`src/rtl/regfile_32x32_pkg.sv`:
```
// Shared CPU definitions: register-file geometry, special register indices
// and the write-back bundle that the register file consumes.
package regfile_32x32_pkg;

  localparam int CPU_DATA_W = 32;
  localparam int CPU_ADDR_W = 5;

  localparam logic [CPU_ADDR_W-1:0] REG_ZERO = 5'd0;
  localparam logic [CPU_ADDR_W-1:0] REG_RA   = 5'd31;

  typedef struct packed {
    logic                  we;
    logic [CPU_ADDR_W-1:0] waddr;
    logic [CPU_DATA_W-1:0] wdata;
  } wr_port_t;

endpackage

```
`src/rtl/regfile_32x32_if.sv`:
```
// Register-file bus: one write port and two read ports.
// The master is the core (write-back plus operand fetch), the slave is the register file.
interface regfile_32x32_if #(
  parameter int DATA_W = 32,
  parameter int ADDR_W = 5
);
  logic              we;
  logic [ADDR_W-1:0] waddr;
  logic [DATA_W-1:0] wdata;
  logic [ADDR_W-1:0] raddr1;
  logic [ADDR_W-1:0] raddr2;
  logic [DATA_W-1:0] rdata1;
  logic [DATA_W-1:0] rdata2;

  modport master (
    output we, waddr, wdata, raddr1, raddr2,
    input  rdata1, rdata2
  );

  modport slave (
    input  we, waddr, wdata, raddr1, raddr2,
    output rdata1, rdata2
  );
endinterface

```
`src/rtl/regfile_32x32_read_port.sv`:
```
// One combinational read port: it forces register 0 to zero and, when
// REGFILE_BYPASS_EN is defined, forwards the in-flight write-back data.
module regfile_read_port
  import regfile_32x32_pkg::*;
#(
  parameter int DATA_W = 32,
  parameter int ADDR_W = 5
) (
  input  logic [ADDR_W-1:0] i_raddr,
  input  logic [DATA_W-1:0] i_word,
`ifdef REGFILE_BYPASS_EN
  input  logic              i_fwd_en,
  input  logic [ADDR_W-1:0] i_waddr,
  input  logic [DATA_W-1:0] i_wdata,
`endif
  output logic [DATA_W-1:0] o_rdata
);

  logic w_is_zero;
  assign w_is_zero = (i_raddr == ADDR_W'(REG_ZERO));

`ifdef REGFILE_BYPASS_EN
  logic w_hit;
  assign w_hit = i_fwd_en && (i_waddr == i_raddr);

  // Index 0 takes priority, so a stray write to r0 can never be forwarded.
  assign o_rdata = w_is_zero ? '0 : (w_hit ? i_wdata : i_word);
`else
  assign o_rdata = w_is_zero ? '0 : i_word;
`endif

endmodule

```
`src/rtl/regfile_32x32.sv`:
```
// 32x32 MIPS general-purpose register file: async-clear storage, clocked
// write port, two combinational read ports (write-through when REGFILE_BYPASS_EN).
module regfile_32x32
  import regfile_32x32_pkg::*;
#(
  parameter int DATA_W = CPU_DATA_W,
  parameter int ADDR_W = CPU_ADDR_W
) (
  input  logic           clk,
  input  logic           rst,
  regfile_32x32_if.slave bus
);

  localparam int DEPTH = 2 ** ADDR_W;

  logic [DATA_W-1:0] r_mem [0:DEPTH-1];
  logic [DATA_W-1:0] w_word1;
  logic [DATA_W-1:0] w_word2;

  // Reset clears the whole array; r0 is never written afterwards, so it stays zero.
  always_ff @(posedge clk or posedge rst) begin
    if (rst) begin
      for (int i = 0; i < DEPTH; i++) r_mem[i] <= '0;
    end else if (bus.we && (bus.waddr != ADDR_W'(REG_ZERO))) begin
      r_mem[bus.waddr] <= bus.wdata;
    end
  end

  assign w_word1 = r_mem[bus.raddr1];
  assign w_word2 = r_mem[bus.raddr2];

`ifdef REGFILE_BYPASS_EN
  // A write that reset is about to discard must not be forwarded either.
  logic w_fwd_en;
  assign w_fwd_en = bus.we && !rst;
`endif

  regfile_read_port #(.DATA_W(DATA_W), .ADDR_W(ADDR_W)) u_rd1 (
    .i_raddr  (bus.raddr1),
    .i_word   (w_word1),
`ifdef REGFILE_BYPASS_EN
    .i_fwd_en (w_fwd_en),
    .i_waddr  (bus.waddr),
    .i_wdata  (bus.wdata),
`endif
    .o_rdata  (bus.rdata1)
  );

  regfile_read_port #(.DATA_W(DATA_W), .ADDR_W(ADDR_W)) u_rd2 (
    .i_raddr  (bus.raddr2),
    .i_word   (w_word2),
`ifdef REGFILE_BYPASS_EN
    .i_fwd_en (w_fwd_en),
    .i_waddr  (bus.waddr),
    .i_wdata  (bus.wdata),
`endif
    .o_rdata  (bus.rdata2)
  );

endmodule

```
`src/flat_wrapper.sv`:
```
// flat-port wrapper written by rule: the top's interface ports become plain ports
module regfile_32x32_flat import regfile_32x32_pkg::*;
#(
  parameter int DATA_W = CPU_DATA_W,
  parameter int ADDR_W = CPU_ADDR_W
)
  (clk, rst, bus_we, bus_waddr, bus_wdata, bus_raddr1, bus_raddr2, bus_rdata1, bus_rdata2);
  regfile_32x32_if #(.DATA_W(DATA_W), .ADDR_W(ADDR_W)) bus_i ();
  input  logic clk;
  input  logic rst;
  input wire logic [$bits(bus_i.we)-1:0] bus_we;
  input wire logic [$bits(bus_i.waddr)-1:0] bus_waddr;
  input wire logic [$bits(bus_i.wdata)-1:0] bus_wdata;
  input wire logic [$bits(bus_i.raddr1)-1:0] bus_raddr1;
  input wire logic [$bits(bus_i.raddr2)-1:0] bus_raddr2;
  output wire logic [$bits(bus_i.rdata1)-1:0] bus_rdata1;
  output wire logic [$bits(bus_i.rdata2)-1:0] bus_rdata2;
  assign bus_i.we = bus_we;
  assign bus_i.waddr = bus_waddr;
  assign bus_i.wdata = bus_wdata;
  assign bus_i.raddr1 = bus_raddr1;
  assign bus_i.raddr2 = bus_raddr2;
  assign bus_rdata1 = bus_i.rdata1;
  assign bus_rdata2 = bus_i.rdata2;
  regfile_32x32 #(.DATA_W(DATA_W), .ADDR_W(ADDR_W)) u_core (.clk(clk), .rst(rst), .bus(bus_i));
endmodule
```
`config.mk`:
```
export PLATFORM = sky130hd
export DESIGN_NAME = regfile_32x32_flat
export DESIGN_NICKNAME = d
export VERILOG_FILES = /design/src/rtl/regfile_32x32_pkg.sv /design/src/rtl/regfile_32x32_if.sv /design/src/rtl/regfile_32x32_read_port.sv /design/src/rtl/regfile_32x32.sv /design/src/flat_wrapper.sv
export SDC_FILE = /design/constraint.sdc
export NUM_CORES = 2
export LEC_CHECK = 0
export ABC_AREA = 1
export BUFFER_PORTS_ARGS = -buffer_cell sky130_fd_sc_hd__buf_2
export CORE_ASPECT_RATIO = 1.4
export CORE_MARGIN = 1.5
export CORE_UTILIZATION = 30
export CTS_BUF_LIST = sky130_fd_sc_hd__clkbuf_4
export DETAILED_ROUTE_END_ITERATION = 12
export PLACE_DENSITY_LB_ADDON = 0.3
export SYNTH_ARGS = -nofsm -noshare
export SYNTH_HDL_FRONTEND = slang
export SYNTH_SLANG_ARGS = --single-unit
```
`constraint.sdc`:
```
create_clock -name clk -period 49.5 [get_ports clk]
set_input_delay 14.85 -clock clk [delete_from_list [all_inputs] [get_ports clk]]
set_output_delay 14.85 -clock clk [all_outputs]
set_load 0.005 [all_outputs]
```
==> flow_summary.json <==
{
  "grt_max_degree": 197,
  "fp.dieArea_um2": 191100,
  "grt_pass1_wl_um": 354600,
  "cp.depth": 13,
  "grt_util_all_layers_pct": 24.34,
  "path_buf_inv": 5,
  "r2r_slack_ns": 48.72,
  "yosysWarningCount": 0,
  "grt_pass1_vias": 55887,
  "rsz0062_at_grt": "false",
  "startpoint_type": "input port",
  "status": "complete, no violations",
  "seq_area_frac_synth_pct": 45.33,
  "routedWlPerCell_um": 22.05,
  "cts_resized": 0,
  "peakVddDrop_uv": 24.13,
  "synth_top_area_share_pct": 45.33,
  "finalWorstSetupSlack_ns": 15.40,
  "cp.required_ns": 34.65,
  "cts_tree": "built",
  "h-tree-depth": 5,
  "cts_hold_buffers": 0,
  "tightest_slew_ns": 1.252,
  "rr_startpoint": "u_core.r_mem[114]",
  "r2r_cells": 2,
  "fin_tns_setup_ns": 0,
  "drive_above_1_share_pct": 8.026,
  "rows": 188,
  "nNetsFinal": 8106,
  "drt_pass1_iterations": 8,
  "gp_congestion": 0.7976,
  "placed_cells": 10238,
  "synth.distinct_cells": 18,
  "path_max_fanout": 193,
  "max_flop_register": "u_core.r_mem",
  "wl_um": 236100,
  "r2r_end": "u_core.r_mem[114]",
  "viasPerCell": 5.432,
  "synthesis.area_um2": 56530,
  "path_class": "in2out",
  "ctsLongestPathBuffers": 4,
  "syn_nets": 8381,
  "setup_viol": 0,
  "die_h_um": 516.6,
  "worst_path_max_delay_cell": "buf_4",
  "clock_sinks": 1024,
  "cap_violations": 0,
  "ios": 114,
  "ant_nets": 0,
  "clk_pin_slew_ns": 0.06,
  "timing.fmax_mhz": 29.33,
  "whs_ns": 0.4029,
  "largestRegisters": "u_core.r_mem (1024)",
  "period_share_pct": 68.88,
  "post_cts_buffers": 0,
  "synth_area_leaders": "dfrtp_1 (45%), nand2_1 (22%), nand3_1 (12%), o21ai_0 (8.9%), clkbuf_1 (3.9%)",
  "crit_chain": "buf_8 -> inv_8 -> buf_12 -> buf_4 -> nand2_1 -> nand3_1 -> nand3_1 -> nand2_1 -> nand2_1 -> nand3_1 -> nand2_1 -> nor2_1 -> buf_2",
  "synth-seq-cells": 1024,
  "holdPathStages": 0,
  "portBuffers": 113,
  "cp-endpoint": "bus_rdata1[18]",
  "synth_largest_area_cell": "dfrtp_1",
  "period_needed_ns": 34.10,
  "powerDensity_nw_per_um2": 38.07,
  "core_area_um2": 187200,
  "skew_ns": 0,
  "syn_inst": 8331,
  "syn_area_per_cell_um2": 6.786,
  "drt_iter0_drc": 7145,
  "p_leak_nw": 29.12,
  "crit_family": "buffers and inverters",
  "min-delay-start": "u_core.r_mem[1006]",
  "start_util_pct": 30.19,
  "hold_violations": 0,
  "hpwl_um": 116000,
  "area_growth_pct": 8.833,
  "dp_slack_ns": 15.49,
  "crit_arrival_ns": 19.25,
  "drc": 0,
  "slew_headroom_pct": 16.52,
  "slowest_delay_ns": 1.01,
  "startpoint": "bus_raddr1[0]",
  "clock_latency_ns": 1.22,
  "routed-via-count": 58151,
  "cts-buffers-inserted": 286,
  "largest_register_ffs": 1024,
  "worstSetupEndpointType": "output port",
  "hold_class": "reg2reg",
  "gr-total-overflow": 0,
  "die_w_um": 369.9,
  "antenna_found_initial": 17,
  "cp_common_cell": "nand2_1",
  "fin_cells": 10705,
  "final_max_slew_viol_count": 0,
  "root_buffer": "clkbuf_4"
}
cells in the mapped netlist:
cell type,number
a21oi_1,235
buf_2,104
nand3_1,1371
inv_2,7
clkinv_1,1
dfrtp_1,1024
clkbuf_1,591
nand2_2,8
buf_1,63
nor4_4,1
nor2_2,4
nor2_1,413
nor3_2,3
o21ai_1,4
nor3_1,10
inv_1,112
o21ai_0,1003
nand2_1,3377
worst min path at each step:
| stage | to | slack, ns |
|---|---|---|
| 6_report | u_core.r_mem[1006] | 0.40 |
| 5_1_grt | u_core.r_mem[1008] | 0.41 |
| 4_1_cts | u_core.r_mem[1016] | 0.41 |
| 3_5_place_dp | u_core.r_mem[1019] | 0.39 |
| 3_3_place_gp | u_core.r_mem[997] | 0.39 |
| 2_1_floorplan | u_core.r_mem[1000] | 0.45 |
layout by cell type, fill, tap and decap left out, types with 7 or more instances in the layout:
cell type and n:
nand2_1 3359, nand3_1 1369, dfrtp_1 1024, o21ai_0 1003, nor2_1 413, clkbuf_4 402
a21oi_1 235, inv_1 106, buf_2 105, buf_4 77, clkinv_1 41, nand2_4 26
diode_2 12, inv_2 11, nor3_1 9, buf_12 7
cell type report:
type,count,area [um2]
clock buffer,402,3018
inverter,120,505.5
multi-input combinational,6429,27700
timing repair buffer,195,1326
antenna,12,30.03
clock inverter,53,231.5
sequential,1024,25620
tap,2470,3090
fill,20546,125700
worst reg2reg max path, delay by kind of cell (launching register included):
family,cells,cell delay (ns)
AO/OA/AOI/OAI,1,0.13
flip-flops,1,0.40
AND/OR/NAND/NOR,1,0.07
per-stage QoR:
| step | utilization [%] | total power (W) | area [um2] |
|---|---|---|---|
| 6_report | 32.86 | 0.002342 | 61520 |
| 5_1_grt | 32.84 | 0.002489 | 61500 |
| 4_1_cts | 32.84 | 0.002351 | 61490 |
| 3_5_place_dp | 31.11 | 0.001595 | 58240 |
| 3_3_place_gp | 31.11 | 0.001581 | 58240 |
| 2_1_floorplan | - | 0.001451 | 56530 |
report_power, final:
group,internal (W),total (W),switching [W]
Clock,0.000375,0.000753,0.000378
Sequential,0.000995,0.00112,0.000125
Combinational,0.000167,0.000469,0.000301
routing by layer:
| metal | vias up | track usage, % | part of all wire [%] |
|---|---|---|---|
| met5 | - | 0 | 0.023 |
| met4 | 10 | 11.58 | 4.8 |
| met3 | 677 | 5.185 | 9.6 |
| met2 | 3016 | 38.47 | 44 |
| met1 | 27873 | 31.58 | 41 |
| li1 | 26575 | - | - |
cell families after synthesis:
kind of cell | Yosys count | share of synthesized area, %
flops | 1024 | 45.33
buf+inv | 878 | 6.060
simple gates | 5187 | 37.62
compound gates | 1242 | 11.00
No activity file was read; power rests on OpenSTA's default activity.
